===== config.mk =====
export PLATFORM = sky130hd
export DESIGN_NAME = bram_arbiter
export DESIGN_NICKNAME = d
export VERILOG_FILES = /design/src/rtl/bram_arb_pkg.sv /design/src/rtl/bram_arb_rr.sv /design/src/rtl/bram_arbiter.sv
export SDC_FILE = /design/constraint.sdc
export NUM_CORES = 1
export LEC_CHECK = 0
export ABC_AREA = 0
export CORE_MARGIN = 2
export CORE_UTILIZATION = 33
export DETAILED_ROUTE_END_ITERATION = 10
export DONT_BUFFER_PORTS = 1
export MAX_ROUTING_LAYER = met4
export PLACE_DENSITY = 0.46
export SYNTH_ARGS = -nofsm -noshare
export SYNTH_HDL_FRONTEND = slang
export SYNTH_SLANG_ARGS = --single-unit

===== constraint.sdc =====
create_clock -name i_clk -period 2.2 [get_ports i_clk]
set_input_delay 0.44 -clock i_clk [delete_from_list [all_inputs] [get_ports i_clk]]
set_output_delay 0.44 -clock i_clk [all_outputs]
set_load 0.005 [all_outputs]

===== src/rtl/bram_arb_pkg.sv =====
// Shared types for the two-port BRAM arbiter: FSM states and grant encoding.
package bram_arb_pkg;

  typedef enum logic [1:0] {
    ARB_IDLE = 2'd0,
    ARB_RD   = 2'd1,
    ARB_RSP  = 2'd2
  } arb_state_t;

  typedef enum logic {
    GNT_IF = 1'b0,
    GNT_D  = 1'b1
  } grant_t;

endpackage


===== src/rtl/bram_arb_rr.sv =====
// Two-way round-robin pick: a lone requester wins, a tie goes to the port not granted last.
module bram_arb_rr
  import bram_arb_pkg::*;
(
  input  logic   if_valid,
  input  logic   d_valid,
  input  grant_t last_gnt,
  output logic   grant_any,
  output grant_t winner
);

  always_comb begin
    grant_any = if_valid | d_valid;
    if (if_valid && d_valid) begin
      winner = (last_gnt == GNT_D) ? GNT_IF : GNT_D;
    end else if (d_valid) begin
      winner = GNT_D;
    end else begin
      winner = GNT_IF;
    end
  end

endmodule


===== src/rtl/bram_arbiter.sv =====
// Shares one single-port, 1-cycle-latency BRAM between instruction fetch (read-only) and
// load/store (read/write). Writes finish in the grant cycle; reads go issue -> capture -> hold.
module bram_arbiter
  import bram_arb_pkg::*;
#(
  parameter int unsigned DATA_WIDTH = 32,
  parameter int unsigned ADDR_WIDTH = 8
) (
  input  logic                  i_clk,
  input  logic                  i_rst_n,
  input  logic [ADDR_WIDTH-1:0] i_if_addr,
  input  logic                  i_if_req_valid,
  output logic                  o_if_req_ready,
  output logic [DATA_WIDTH-1:0] o_if_data,
  output logic                  o_if_rsp_valid,
  input  logic                  i_if_rsp_ready,
  input  logic [ADDR_WIDTH-1:0] i_d_addr,
  input  logic [DATA_WIDTH-1:0] i_d_wdata,
  input  logic                  i_d_we,
  input  logic                  i_d_req_valid,
  output logic                  o_d_req_ready,
  output logic [DATA_WIDTH-1:0] o_d_rdata,
  output logic                  o_d_rsp_valid,
  input  logic                  i_d_rsp_ready,
  output logic [ADDR_WIDTH-1:0] o_mem_addr,
  output logic [DATA_WIDTH-1:0] o_mem_wdata,
  output logic                  o_mem_write,
  input  logic [DATA_WIDTH-1:0] i_mem_rdata
);

  arb_state_t            state_q, state_d;
  grant_t                last_gnt_q, winner_q, winner;
  logic                  grant_any;
  logic [ADDR_WIDTH-1:0] addr_q;
  logic [DATA_WIDTH-1:0] if_data_q, d_data_q;
  logic                  if_rsp_valid_q, d_rsp_valid_q;
  logic                  wr_grant, rd_grant, rsp_done;

  bram_arb_rr u_rr (
    .if_valid  (i_if_req_valid),
    .d_valid   (i_d_req_valid),
    .last_gnt  (last_gnt_q),
    .grant_any (grant_any),
    .winner    (winner)
  );

  always_comb begin
    state_d        = state_q;
    o_if_req_ready = 1'b0;
    o_d_req_ready  = 1'b0;
    o_mem_addr     = addr_q;
    o_mem_wdata    = i_d_wdata;
    wr_grant       = 1'b0;
    rd_grant       = 1'b0;
    rsp_done       = 1'b0;
    unique case (state_q)
      ARB_IDLE: begin
        o_mem_addr = (winner == GNT_D) ? i_d_addr : i_if_addr;
        // Readies and write enable are gated by reset so nothing is accepted while held.
        if (grant_any && i_rst_n) begin
          o_if_req_ready = (winner == GNT_IF);
          o_d_req_ready  = (winner == GNT_D);
          wr_grant       = (winner == GNT_D) && i_d_we;
          rd_grant       = !wr_grant;
          if (rd_grant) state_d = ARB_RD;
        end
      end
      ARB_RD: state_d = ARB_RSP;
      ARB_RSP: begin
        rsp_done = (winner_q == GNT_IF) ? i_if_rsp_ready : i_d_rsp_ready;
        if (rsp_done) state_d = ARB_IDLE;
      end
      default: state_d = ARB_IDLE;
    endcase
  end

  assign o_mem_write = wr_grant;

  always_ff @(posedge i_clk or negedge i_rst_n) begin
    if (!i_rst_n) begin
      state_q        <= ARB_IDLE;
      last_gnt_q     <= GNT_D;
      winner_q       <= GNT_D;
      addr_q         <= '0;
      if_data_q      <= '0;
      d_data_q       <= '0;
      if_rsp_valid_q <= 1'b0;
      d_rsp_valid_q  <= 1'b0;
    end else begin
      state_q <= state_d;
      if (state_q == ARB_IDLE && grant_any) last_gnt_q <= winner;
      if (rd_grant) begin
        addr_q   <= o_mem_addr;
        winner_q <= winner;
      end
      if (state_q == ARB_RD) begin
        if (winner_q == GNT_IF) begin
          if_data_q      <= i_mem_rdata;
          if_rsp_valid_q <= 1'b1;
        end else begin
          d_data_q      <= i_mem_rdata;
          d_rsp_valid_q <= 1'b1;
        end
      end
      if (rsp_done) begin
        if_rsp_valid_q <= 1'b0;
        d_rsp_valid_q  <= 1'b0;
      end
    end
  end

  assign o_if_data      = if_data_q;
  assign o_if_rsp_valid = if_rsp_valid_q;
  assign o_d_rdata      = d_data_q;
  assign o_d_rsp_valid  = d_rsp_valid_q;

endmodule


# Word level (Yosys, flattened, before mapping)
# Cells that the tools add are included.
[word_totals]
register_bits = 78
out_inout_bits = 109
elab_cells = 55
[op_classes]
n_eq_ne = 6
muxes = 25
bitwise = 3
n_reduce_logical = 13
[ops]
columns = ["cell", "count"]
rows = [
  ["two-way mux 1 bit", 19],
  ["two-way mux 8 bit", 2],
  ["AND reduction 2 bit", 4],
  ["two-way mux 2 bit", 3],
  ["!= test 2 bit, second input constant", 3],
  ["one-hot mux 2 bit (3 select lines)", 1],
  ["logical AND 1 bit", 4],
  ["nonzero test 2 bit", 2],
  ["AND reduction 3 bit", 1],
  ["== test 2 x 1 -> 1 bit, second input constant", 1],
  ["== test 2 bit, second input constant", 1],
  ["zero test 2 bit", 1],
  ["!= test 2 x 1 -> 1 bit, second input constant", 1],
  ["NOT 1 bit", 2],
  ["zero test 1 bit", 1],
  ["bitwise OR 1 bit", 1],
]

# Depth between registers and ports, before layout
[logic_depth]
depth_word = 6
mapped_depth = 5

# Modules after synthesis
# A second synthesis with hierarchy kept.
[hier_totals]
cells_unflattened = 253
hier_area_um2 = 3543.4
[modules_own_cells]
columns = ["mod", "n_inst", "cells_each", "area_per_inst_um2"]
rows = [
  ["bram_arbiter", 1, 251, 3529.6],
  ["bram_arb_rr", 1, 2, 13.8],
]

# Worst setup path after synthesis
# OpenSTA, ideal clock, no wires.
[synth_path]
path_type = "register -> output"
startpoint = "register state_q[0]"
endpoint = "output port o_mem_addr[5]"
arrival_time_ps = 1296
required_ps = 1760
slack_ps = 464
path_stages_with_launch = 6
cell_sequence = "dfrtp_1 nor2_1 clkbuf_1 clkbuf_1 nor2_1 a21oi_1"
[synth_between]
elab_chain_cells = 2
[synth_lines]
columns = ["item", "line_no", "source"]
rows = [
  ["from (decl)", "bram_arbiter.sv:31", "arb_state_t state_q, state_d;"],
  ["from (signal assigned)", "bram_arbiter.sv:90", "state_q <= state_d;"],
  ["zero test 2 bit", "bram_arbiter.sv:56", "unique case (state_q)"],
  ["two-way mux 8 bit", "bram_arbiter.sv:56", ""],
  ["to (decl)", "bram_arbiter.sv:25", "output logic [ADDR_WIDTH-1:0] o_mem_addr,"],
]
# Every way passes these cells.

# Worst setup path after layout
[layout_path]
startpoint = "register last_gnt_q"
endpoint = "output port o_mem_addr[4]"
[layout_between]
elab_chain_cells = 4
[layout_lines]
columns = ["item", "line_no", "source"]
rows = [
  ["from (decl)", "bram_arbiter.sv:32", "grant_t last_gnt_q, winner_q, winner;"],
  ["from (signal assigned)", "bram_arbiter.sv:91", "if (state_q == ARB_IDLE && grant_any) last_gnt_q <= winner;"],
  ["two-way mux 1 bit", "bram_arb_rr.sv:15", "winner = (last_gnt == GNT_D) ? GNT_IF : GNT_D;"],
  ["two-way mux 1 bit", "bram_arb_rr.sv:14", "if (if_valid && d_valid) begin"],
  ["two-way mux 8 bit", "bram_arbiter.sv:58", "o_mem_addr = (winner == GNT_D) ? i_d_addr : i_if_addr;"],
  ["two-way mux 8 bit", "bram_arbiter.sv:56", ""],
]
# Every way passes these cells.

==> results.cfg <==
[detailed_routing]
wire_per_inst_um = 17.7
vias_per_cell = 4.71
drc_errors = 0
final_antenna_net_count = 0
firstDrtPassIters = 4
drt_iter0_markers = 135
routed_wl_um = 6670
via_count = 1774

[power_and_ir_drop]
power_frac_clock = 0.209
power_switching_mw = 1.56
leakage_nw = 1.66
power_density_nw_per_um2 = 1390
p_comb_frac = 0.250
p_int_mw = 3.53
peakVddDrop_uv = 455
netSwitchingFraction = 0.307
power_frac_seq = 0.541

[die]
start_util = 0.334
fp.dieW_um = 108
die_h_um = 108
rows = 38
core_sq_um = 10700
ios = 196
dieArea_sq_um = 11700

[yosys]
async_reset_ff_frac = 1.00
synth_edf_count = 0
synth_top_area_frac = 0.532
synth_area_leaders = dfrtp_1 (53%), mux2_4 (13%), mux2_2 (11%)
yosys.cell_types.count = 25
synth_largest_area_cell = dfrtp_1
ys_warn_count = 0
netlist_instances = 255
syn_avg_cell_area_sq_um = 14.0
synthesis.area_sq_um = 3570
syn-num-nets = 342
synth_ff_type = dfrtp_1
ys_ff_latch = 78
ys_seq_area_frac = 0.547

[setup_path]
critPathArrivalTime_ns = 1.53
crit_slowest_cell = dfstp_2
critPathMaxStageDelay_ns = 0.58
start_kind = register
crit_family = flip-flops
path_cells = a21oi_2, buf_4, mux2i_1, a21oi_1
required_ns = 1.76
critPathBufInv = 1
crit_fanout = 9
path_class = reg2out
crit_path_end_kind = primary output

[grt]
grt_pass1_vias = 1851
gr-usage-met3 = 0.0573
overflow = 0
grt_max_degree = 82
grt.total_usage = 0.116
use_met1 = 0.147
grt_antenna_before_repair = 0
met2_usage = 0.159
grt_pass1_wl_um = 10100
top_usage_layer = met2

[clocking]
clockRootBuffer = clkbuf_8
ctsResizeCount = 0
cts_buffer_depth = 2
insertion_delay_ns = 0.34
clock_sinks = 78
clk_pin_slew_ns = 0.09
cts_buffers = 9
htree_num_levels = 3
cts_tree = done
postCtsSetupBuffers = 0

[timing]
finalSetupViolCount = 0
fin_crit_ns = 1.97
hold_ws_ns = -0.221
hold_viol_final = 78
max_slew_margin = 0.786
finalSetupTns_ns = 0
slew_violations = 0
grt_setup_unrepaired = false
finClkSkew_ns = 0.0112
max_freq_mhz = 507
fin_ws_ns = 0.226
period_share = 0.897
worst_slew_pin_slew_ns = 0.321

[run_status]
status = finished with violations
failed_checks = hold timing

[cells_and_area]
fillCellCount = 1070
syn_to_final_growth_pct = 2.24
drive_gt1_frac = 0.397
diodes = 0
final_util = 0.342
nets = 319

[placed_design]
place.gp.congestion = 0.673
place_ws_ns = 0.525
hpwlAfterDp_um = 4510
io_buffers = 0

[min_path]
hold_class = in2async

[run]
cap_violations = 0
[per-layer routing]
| metal | share of wire | vias to the layer above | routed length (um) |
|---|---|---|---|
| met3 | 0.12 | 8 | 784 |
| li1 | - | 782 | - |
| met5 | 0 | - | 0 |
| met4 | 0.010 | 0 | 70 |
| met1 | 0.45 | 873 | 2980 |
| met2 | 0.43 | 111 | 2840 |
[registers in the layout, indices dropped and copies added (netlist names)]
name            flops
o_d_rsp_valid       1
o_if_rsp_valid      1
o_d_rdata          32
state_q             2
addr_q              8
winner_q            1
o_if_data          32
last_gnt_q          1
[final timing paths]
check	cells after the start	slack [ns]	from	end
worst min-delay path	0	-0.22	i_rst_n	o_d_rdata[8]
worst max-delay path	4	0.23	last_gnt_q	o_mem_addr[4]
worst max register to register	4	0.52	winner_q	o_d_rdata[1]
min in group i_clk	1	0.15	i_if_req_valid	last_gnt_q
worst min register to register	2	0.53	addr_q[3]	addr_q[3]
max in group asynchronous	0	2.23	i_rst_n	winner_q
[final cells by class]
| class | count | area [sq um] | share of cell area |
|---|---|---|---|
| clock buffers | 11 | 131 | 0.0359 |
| clock inverters | 5 | 58.8 | 0.0161 |
| inverters | 11 | 41.3 | 0.0113 |
| multi-input cells | 124 | 1230 | 0.338 |
| flip-flops and latches | 78 | 1950 | 0.535 |
| well taps | 140 | 175 | 0.0479 |
| repair buffers | 8 | 60.1 | 0.0164 |
[worst reg2reg max path, stage by stage (launching register included)]
cell and delay, ns:
dfstp_2 0.62, inv_1 0.07, or2_2 0.30, buf_4 0.24, mux2_4 0.34
[cell usage in the layout, fill, tap and decap left out, types with 2 or more instances in the layout]
cell type	instances
nor2_1	12
clkbuf_8	9
mux2i_1	17
dfstp_2	2
dfrtp_1	76
inv_1	11
clkinvlp_4	2
mux2_4	30
buf_4	8
clkbuf_1	2
o21ai_0	5
a21oi_2	2
mux2_2	34
a21oi_1	12
[through the flow]
| stage | power (mW) | instances | hold slack [ns] | cell area, sq um |
|---|---|---|---|---|
| finish | 5.10 | 377 | -0.221 | 3650 |
| global route | 5.45 | 377 | -0.263 | 3650 |
| CTS | 5.19 | 377 | -0.246 | 3650 |
| detailed placement | 4.09 | 361 | 0.146 | 3460 |
| global placement | 4.06 | 361 | 0.146 | 3460 |
| floorplan | 3.81 | 255 | 0.144 | 3570 |
[cell usage after synthesis, types with 2 or more instances]
library cell  number
mux2_2            34
a21oi_1           12
inv_1             11
clkbuf_1           2
buf_4             35
a21oi_2            2
dfstp_2            2
o21ai_0            5
buf_12             3
mux2i_1           17
dfrtp_1           76
buf_6              2
mux2_4            30
nor2_1            13
[power by group through the flow]
stage / clock (mW) / combinational [mW] / sequential, mW
after floorplan: 0 / 1.20 / 2.60
after global placement: 0 / 1.26 / 2.80
after detailed placement: 0 / 1.30 / 2.79
after CTS: 1.12 / 1.30 / 2.77
after global routing: 1.19 / 1.40 / 2.86
final: 1.07 / 1.28 / 2.76
[cell families after synthesis]
| group | Yosys count | share of synthesized area |
|---|---|---|
| DFF | 78 | 0.547 |
| muxes | 81 | 0.281 |
| AOI/OAI and AO/OA | 21 | 0.0322 |
| buffers and inverters | 53 | 0.110 |
| and+or+nand+nor | 22 | 0.0301 |
No activity file was read; power rests on OpenSTA's default activity.
